==> config.mk <==
export PLATFORM = sky130hd
export DESIGN_NAME = rr_stream_arbiter
export DESIGN_NICKNAME = d
export VERILOG_FILES = /design/src/rtl/arb_pkg.sv /design/src/rtl/rr_grant.sv /design/src/rtl/rr_stream_arbiter.sv
export SDC_FILE = /design/constraint.sdc
export NUM_CORES = 1
export LEC_CHECK = 0
export BUFFER_PORTS_ARGS = -buffer_cell sky130_fd_sc_hd__clkbuf_2
export CAP_MARGIN = 20
export CORE_ASPECT_RATIO = 1.5
export CORE_MARGIN = 10
export CORE_UTILIZATION = 45
export DETAILED_ROUTE_END_ITERATION = 10
export PLACE_DENSITY = 0.94
export SLEW_MARGIN = 40
export SYNTH_ARGS = -nofsm -noshare
export SYNTH_HDL_FRONTEND = slang
export SYNTH_HIERARCHICAL = 1
export SYNTH_SLANG_ARGS = --single-unit
==> constraint.sdc <==
create_clock -name clk -period 7.08 [get_ports clk]
set_input_delay 1.416 -clock clk [delete_from_list [all_inputs] [get_ports clk]]
set_output_delay 1.416 -clock clk [all_outputs]
set_load 0.005 [all_outputs]
==> src/rtl/arb_pkg.sv <==
// Shared arbitration types and helpers: lock state enum and the rotated
// priority search used by round-robin arbiters of up to MAX_IN requesters.
package arb_pkg;

    localparam int MAX_IN    = 16;
    localparam int MAX_SEL_W = 4;
    localparam int IDX_W     = MAX_SEL_W + 1;

    typedef enum logic {
        LOCK_UNLOCKED = 1'b0,
        LOCK_LOCKED   = 1'b1
    } lock_state_e;

    // First set bit of mask scanning ptr, ptr+1, ... modulo n; ptr if mask is empty.
    function automatic logic [MAX_SEL_W-1:0] rr_next(
        input logic [MAX_SEL_W-1:0] ptr,
        input logic [MAX_IN-1:0]    mask,
        input logic [IDX_W-1:0]     n
    );
        logic [MAX_SEL_W-1:0] res;
        logic                 found;
        logic [IDX_W-1:0]     idx;
        res   = ptr;
        found = 1'b0;
        for (int k = 0; k < MAX_IN; k++) begin
            idx = {1'b0, ptr} + IDX_W'(k);
            if (idx >= n) begin
                idx = idx - n;
            end else begin
                idx = idx;
            end
            if ((IDX_W'(k) < n) && !found && mask[idx[MAX_SEL_W-1:0]]) begin
                res   = idx[MAX_SEL_W-1:0];
                found = 1'b1;
            end else begin
                found = found;
            end
        end
        return res;
    endfunction

endpackage

==> src/rtl/rr_grant.sv <==
// Combinational rotated-priority encoder: picks the first active request at
// or after i_ptr, wrapping modulo NUM_IN.
module rr_grant
    import arb_pkg::*;
#(
    parameter  int NUM_IN = 4,
    localparam int SEL_W  = $clog2(NUM_IN)
) (
    input  logic [NUM_IN-1:0] i_req,
    input  logic [SEL_W-1:0]  i_ptr,
    output logic [SEL_W-1:0]  o_grant,
    output logic              o_any
);

    logic [MAX_IN-1:0]    w_mask;
    logic [MAX_SEL_W-1:0] w_ptr;
    logic [MAX_SEL_W-1:0] w_res;

    // Widen request vector and pointer to the helper's fixed operand size.
    always_comb begin
        w_mask               = '0;
        w_mask[NUM_IN-1:0]   = i_req;
        w_ptr                = '0;
        w_ptr[SEL_W-1:0]     = i_ptr;
    end

    assign w_res   = rr_next(w_ptr, w_mask, IDX_W'(NUM_IN));
    assign o_grant = SEL_W'(w_res);
    assign o_any   = |i_req;

endmodule

==> src/rtl/rr_stream_arbiter.sv <==
// N-input round-robin stream arbiter with a single registered output stage.
// Optional packet locking (hold grant until in_last) via RR_PACKET_LOCK_EN.
module rr_stream_arbiter
    import arb_pkg::*;
#(
    parameter  int NUM_IN = 4,
    parameter  int width  = 32,
    localparam int SEL_W  = $clog2(NUM_IN)
) (
    input  logic                    clk,
    input  logic                    rst_n,
    input  logic [NUM_IN-1:0]       in_valid,
    input  logic [NUM_IN*width-1:0] in_data,
    input  logic [NUM_IN-1:0]       in_last,
    output logic [NUM_IN-1:0]       in_ready,
    output logic                    out_valid,
    output logic [width-1:0]        out_data,
    output logic                    out_last,
    output logic [SEL_W-1:0]        out_sel,
    input  logic                    out_ready
);

    logic               r_out_valid;
    logic [width-1:0]   r_out_data;
    logic               r_out_last;
    logic [SEL_W-1:0]   r_out_sel;
    logic [SEL_W-1:0]   r_ptr;

    logic [SEL_W-1:0]   w_rr_grant;
    logic               w_rr_any;
    logic [SEL_W-1:0]   w_grant;
    logic               w_any;
    logic               w_load_en;
    logic               w_accept;
    logic [SEL_W-1:0]   w_ptr_inc;
    logic [NUM_IN-1:0]  w_in_ready;
    logic [width-1:0]   w_win_data;
    logic               w_win_last;

`ifdef RR_PACKET_LOCK_EN
    lock_state_e        r_lock_state;
    logic [SEL_W-1:0]   r_lock_idx;
`endif

    rr_grant #(
        .NUM_IN (NUM_IN)
    ) u_rr_grant (
        .i_req   (in_valid),
        .i_ptr   (r_ptr),
        .o_grant (w_rr_grant),
        .o_any   (w_rr_any)
    );

    // Effective grant: locked index overrides the round-robin choice.
    always_comb begin
        w_grant = w_rr_grant;
        w_any   = w_rr_any;
`ifdef RR_PACKET_LOCK_EN
        if (r_lock_state == LOCK_LOCKED) begin
            w_grant = r_lock_idx;
            w_any   = in_valid[r_lock_idx];
        end else begin
            w_grant = w_rr_grant;
            w_any   = w_rr_any;
        end
`endif
    end

    assign w_load_en  = !r_out_valid || out_ready;
    assign w_accept   = rst_n && w_load_en && w_any;
    assign w_win_data = in_data[int'(w_grant)*width +: width];
    assign w_win_last = in_last[w_grant];

    // One-hot accept toward the winner; nothing while stalled or in reset.
    always_comb begin
        w_in_ready = '0;
        if (w_accept) begin
            w_in_ready[w_grant] = 1'b1;
        end else begin
            w_in_ready = '0;
        end
    end

    // Successor of the winner with explicit wrap for non-power-of-2 NUM_IN.
    always_comb begin
        w_ptr_inc = '0;
        if (w_grant == SEL_W'(NUM_IN - 1)) begin
            w_ptr_inc = '0;
        end else begin
            w_ptr_inc = w_grant + SEL_W'(1);
        end
    end

    // Output stage: load on accept, drop valid on drain, hold on stall.
    always_ff @(posedge clk) begin
        if (!rst_n) begin
            r_out_valid <= 1'b0;
            r_out_data  <= '0;
            r_out_last  <= 1'b0;
            r_out_sel   <= '0;
        end else if (w_accept) begin
            r_out_valid <= 1'b1;
            r_out_data  <= w_win_data;
            r_out_last  <= w_win_last;
            r_out_sel   <= w_grant;
        end else if (w_load_en) begin
            r_out_valid <= 1'b0;
        end else begin
            r_out_valid <= r_out_valid;
        end
    end

    // Round-robin pointer; with locking it only moves at packet boundaries.
    always_ff @(posedge clk) begin
        if (!rst_n) begin
            r_ptr <= '0;
        end else if (w_accept) begin
`ifdef RR_PACKET_LOCK_EN
            if (w_win_last) begin
                r_ptr <= w_ptr_inc;
            end else begin
                r_ptr <= r_ptr;
            end
`else
            r_ptr <= w_ptr_inc;
`endif
        end else begin
            r_ptr <= r_ptr;
        end
    end

`ifdef RR_PACKET_LOCK_EN
    // Lock tracking: a non-last beat pins the grant until that index sends last.
    always_ff @(posedge clk) begin
        if (!rst_n) begin
            r_lock_state <= LOCK_UNLOCKED;
            r_lock_idx   <= '0;
        end else if (w_accept) begin
            if (w_win_last) begin
                r_lock_state <= LOCK_UNLOCKED;
                r_lock_idx   <= r_lock_idx;
            end else begin
                r_lock_state <= LOCK_LOCKED;
                r_lock_idx   <= w_grant;
            end
        end else begin
            r_lock_state <= r_lock_state;
            r_lock_idx   <= r_lock_idx;
        end
    end
`endif

    assign in_ready  = w_in_ready;
    assign out_valid = r_out_valid;
    assign out_data  = r_out_data;
    assign out_last  = r_out_last;
    assign out_sel   = r_out_sel;

endmodule

### After elaboration in Yosys (flattened, before gate mapping)

Cells that the tools add are included.

* register bits after elaboration: 38
* word-level logic and storage cells: 65
* bits of input ports: 139
* output and inout bits: 40

* magnitude comparators: 10
* reduce and logical (&&, ||, !) cells: 13
* muxes and demuxes: 27
* add/subtract/negate cells: 8
* eq/ne operators: 1
* shift operators: 1

Operators by type and width (number)
* variable part select 128 x 8 -> 32 bit: 1
* < comparator 4 x 5 -> 1 bit (second input constant): 4
* two-way mux 4 bit: 5
* binary-select mux 1 bit (select 4 bit): 4
* >= comparator 5 x 3 -> 1 bit (second input constant): 3
* subtractor 4 x 3 -> 4 bit (second input constant): 3
* two-way mux 1 bit: 11
* two-way mux 2 bit: 5
* adder 2 x 2 -> 3 bit (second input constant): 2
* logical AND 1 bit: 6
* zero test 1 bit: 4
* OR reduction 4 bit: 1
* subtractor 2 x 3 -> 4 bit (second input constant): 1
* adder 2 x 1 -> 3 bit (second input constant): 1
* >= comparator 2 x 3 -> 1 bit (second input constant): 1
* < comparator 2 x 3 -> 1 bit (second input constant): 1
* adder 2 x 1 -> 2 bit (second input constant): 1
* binary-select mux 1 bit (select 2 bit): 1
* demux 1 bit (select 2 bit): 1
* == test 2 bit (second input constant): 1
* >= comparator 2 x 1 -> 1 bit (second input constant): 1
* nonzero test 2 bit: 1
* logical OR 1 bit: 1

### Longest topological paths before layout

* word-level depth: 19
* gate-level depth with buffers: 13

### By module

The synthesis kept the hierarchy.

By module, submodules not included
* rr_stream_arbiter: cells an instance 224, area each 2270.9 µm², instances 1
* rr_grant: cells an instance 29, area each 299.0 µm², instances 1

### Least setup slack after synthesis

Ideal clock, no wire load.

* path kind: input port to output port
* from: in in_valid[1]
* to: out in_ready[1]
* path buffers: 2
* arrival time: 3.511 ns
* required time: 5.664 ns
* stages on the path: 9
* slack: 2.153 ns
* path through: mux4_2 > or3b_4 > a221o_1 > a22o_1 > buf_2 > buf_2 > inv_1 > ha_1 > and3_1

* longest elaborated chain between the ends: 17
* elaborated cells between the ends (all ways): 29
* those cells by class: order compare (2); mux (18); reduce/logical (9)

Ends and longest elaborated chain
* start, declared: line rr_stream_arbiter.sv:12 `input logic [NUM_IN-1:0] in_valid,`
* binary-select mux 1 bit (select 4 bit): line arb_pkg.sv:32 `if ((IDX_W'(k) < n) && !found && mask[idx[MAX_SEL_W-1:0]]) begin`
* two-way mux 1 bit (not written as such): line arb_pkg.sv:32
* two-way mux 1 bit: line arb_pkg.sv:32
* zero test 1 bit: line arb_pkg.sv:32
* logical AND 1 bit: line arb_pkg.sv:32
* two-way mux 1 bit: line arb_pkg.sv:32
* zero test 1 bit: line arb_pkg.sv:32
* logical AND 1 bit: line arb_pkg.sv:32
* [... 2 more ...]
* logical AND 1 bit: line arb_pkg.sv:32
* two-way mux 2 bit *: line arb_pkg.sv:32
* via w_grant[1]: line rr_stream_arbiter.sv:31 `logic [SEL_W-1:0] w_grant;`
* < comparator 2 x 3 -> 1 bit (not written as such) / >= comparator 2 x 1 -> 1 bit (equally long branches): line rr_stream_arbiter.sv:78 `w_in_ready[w_grant] = 1'b1;`
* logical AND 1 bit (not written as such): line rr_stream_arbiter.sv:78
* two-way mux 1 bit (not written as such): line rr_stream_arbiter.sv:78
* demux 1 bit (select 2 bit) *: line rr_stream_arbiter.sv:78
* two-way mux 4 bit *: line rr_stream_arbiter.sv:77 `if (w_accept) begin`
* end, declared: line rr_stream_arbiter.sv:15 `output logic [NUM_IN-1:0] in_ready,`

Mark *: on every way through the listed nets, which the timed path passes. The rest lies on a longest branch. The select of a mux whose other input is x is not followed.

### Worst setup path in the final report

Ends and elaborated chain as after synthesis.

==> reports/qor.yml <==
syn-mean-instance-area_sq_um: 10.2
hold_viol_final: 0
fin_crit_ps: 5220
fin_cells: 485
design.core.area_sq_um: 5490
worst_slack_ps: 1860
grt_max_degree: 40
finalCritPeriodShare_pct: 73.7
pre_cts_slack_ps: 1570
power_frac_comb_pct: 64.6
num-fill-cells: 488
gp_congestion: 0.874
cp.required_ps: 5660
htree_levels: 2
p_sw_w: 0.000569
p_seq_share_pct: 25.9
ir_worst_vdd_v: 0.000317
cts_sinks: 38
wire_per_inst_microns: 19.6
drv_slew: 0
yosysUniqueCellTypes: 29
die-area_sq_um: 9200
fmaxAchievable_ghz: 0.192
antenna_found_initial: 0
startpoint_type: "input port"
skew_ps: 3.18
initial_core_util_pct: 46.8
ys_warn_count: 6
path_max_fanout: 37
synth_nets: 400
seq_area_frac_synth_pct: 29.6
drcViolationCount: 0
setup_viol_count_final: 0
first_global_vias: 3097
ios: 179
hold_path_class: "reg2reg"
clkPwrFrac_pct: 9.5
outcome: "complete, no violations"
drtIter0Drc: 192
grt_overflow_total: 0
critical_path_class: "in2out"
leakagePower_nw: 1.69
synthCells: 253
fp.dieH_microns: 113
antennaDiodeCount: 0
cts_tree: "yes"
p_per_area_nw_per_um2: 419
tns_ps: 0
internal_power_w: 0.000913
synth-seq-cells: 38
grt.total_usage_pct: 20.0
clock_latency_ps: 270
post_cts_buffers: 0
post_cts_resize_count: 0
hold_buffers: 0
p_sw_share_pct: 38.4
cts-root-buf: "clkbuf_8"
finalHoldWorstSlack_ps: 450
row_count: 33
drive_gt1_share_pct: 54.5
syn_area_sq_um: 2570
ant_nets: 0
rsz0062_at_grt: "no"
maxCapViolCount: 0
mostFrequentLayoutCells: "178 x clkbuf_2, 38 x nand2_1, 38 x dfxtp_1"
dieWidth_microns: 81.7
maxSlewHeadroom_pct: 46.2
layout.nets: 563
mostFrequentLayoutCell: "clkbuf_2"
grt_pass1_wl_microns: 14800
worst_setup_path_end_kind: "output port"
wl_microns: 9530
cts_buffers: 5
worstMarginPinSlew_ps: 807
area_growth_pct: 37.6
clk_pin_slew_ps: 70
clockBufferDepth: 2
vias_per_cell: 5.73
dr.pass1.iters: 4
hpwl_microns: 7700
port_buffers: 178
arrival_ps: 3800
via_count: 2777
dp.cells: 479
layout make-up:
class	instances	area, sq um	area share, %
flip-flops and latches	38	761	21.5
repair buffers	181	913	25.8
inverters	6	22.5	0.637
multi-input cells	184	1670	47.2
well taps	70	87.6	2.48
clock buffers	6	82.6	2.34
state kept, by name, indices dropped and copies added, names as in the netlist:
signal / cells
r_ptr: 2
out_last: 1
out_valid: 1
out_data: 32
out_sel: 2
power by group through the flow:
stage	combinational, W	clock [W]	sequential (W)
floorplan	0.000720	0	0.000388
global placement	0.000913	0	0.000380
detailed placement	0.000964	0	0.000387
CTS	0.000965	0.000147	0.000384
global route	0.00106	0.000153	0.000396
finish	0.000957	0.000141	0.000384
path summary, 6_finish.rpt:
kind,endpoint,slack [ps],depth (start not counted),startpoint
setup / recovery,in_ready[1],1860,9,in_valid[1]
hold / removal,out_data[12],450,2,out_data[12]
setup reg to reg,out_data[6],2970,10,r_ptr[0]
hold reg to reg,out_data[12],450,2,out_data[12]
critical path: stages:
cell and delay, ps:
clkbuf_2 120, mux4_2 490, or3b_4 400, a221o_1 350, a22o_4 440, inv_1 160
ha_1 170, and3_1 140, clkbuf_2 110
routing by layer:
layer / vias to the layer above / global-route usage, % / part of all wire (%) / wire, microns
li1: 1270 / - / - / -
met3: 24 / 6.15 / 9.4 / 893
met1: 1335 / 19.0 / 31 / 2960
met2: 148 / 37.3 / 56 / 5340
met4: 0 / 8.77 / 3.5 / 330
met5: - / 0 / 0 / 0
per-stage QoR:
stage                     util, %  power [W]  area [sq um]
final                        64.4    0.00148          3540
after global routing         64.4    0.00161          3540
after CTS                    64.3    0.00150          3530
after detailed placement     62.7    0.00135          3450
after global placement       62.7    0.00129          3440
after floorplan                 -    0.00111          2570
cell usage after synthesis (all sizes together):
| cell | n | area share (%) |
|---|---|---|
| inv | 6 | 0.88 |
| and3 | 4 | 0.97 |
| a22o | 1 | 0.34 |
| mux2 | 2 | 0.88 |
| or4 | 2 | 0.58 |
| nor3 | 1 | 0.19 |
| nor2b | 1 | 0.24 |
| buf | 16 | 4.2 |
| nand2b | 2 | 0.49 |
| xnor2 | 1 | 0.34 |
| clkbuf | 9 | 1.3 |
| mux4 | 37 | 33 |
| ha | 8 | 3.9 |
| or3b | 1 | 0.44 |
| a21oi | 3 | 0.58 |
| a32oi | 1 | 0.34 |
| nand3 | 37 | 7.2 |
| a221o | 1 | 0.39 |
| and2 | 3 | 0.73 |
| nor2 | 3 | 0.44 |
| nand2 | 38 | 5.6 |
| dfxtp | 38 | 30 |
| o21ai | 38 | 7.4 |
logic make-up (layout without fill, tap and decap cells):
kind of cell             count (synthesis)  after routing  synth area share, %
AND/OR/NAND/NOR                         92             92                 16.8
AO/OA/AOI/OAI                           44             44                 9.06
multiplexers                            39             39                 33.9
flip-flops                              38             38                 29.6
buffers and inverters                   31            193                 6.38
adder cells (fa/ha/maj)                  8              8                 3.89
XOR/XNOR                                 1              1                0.341
(Power assumes the default switching activity.)
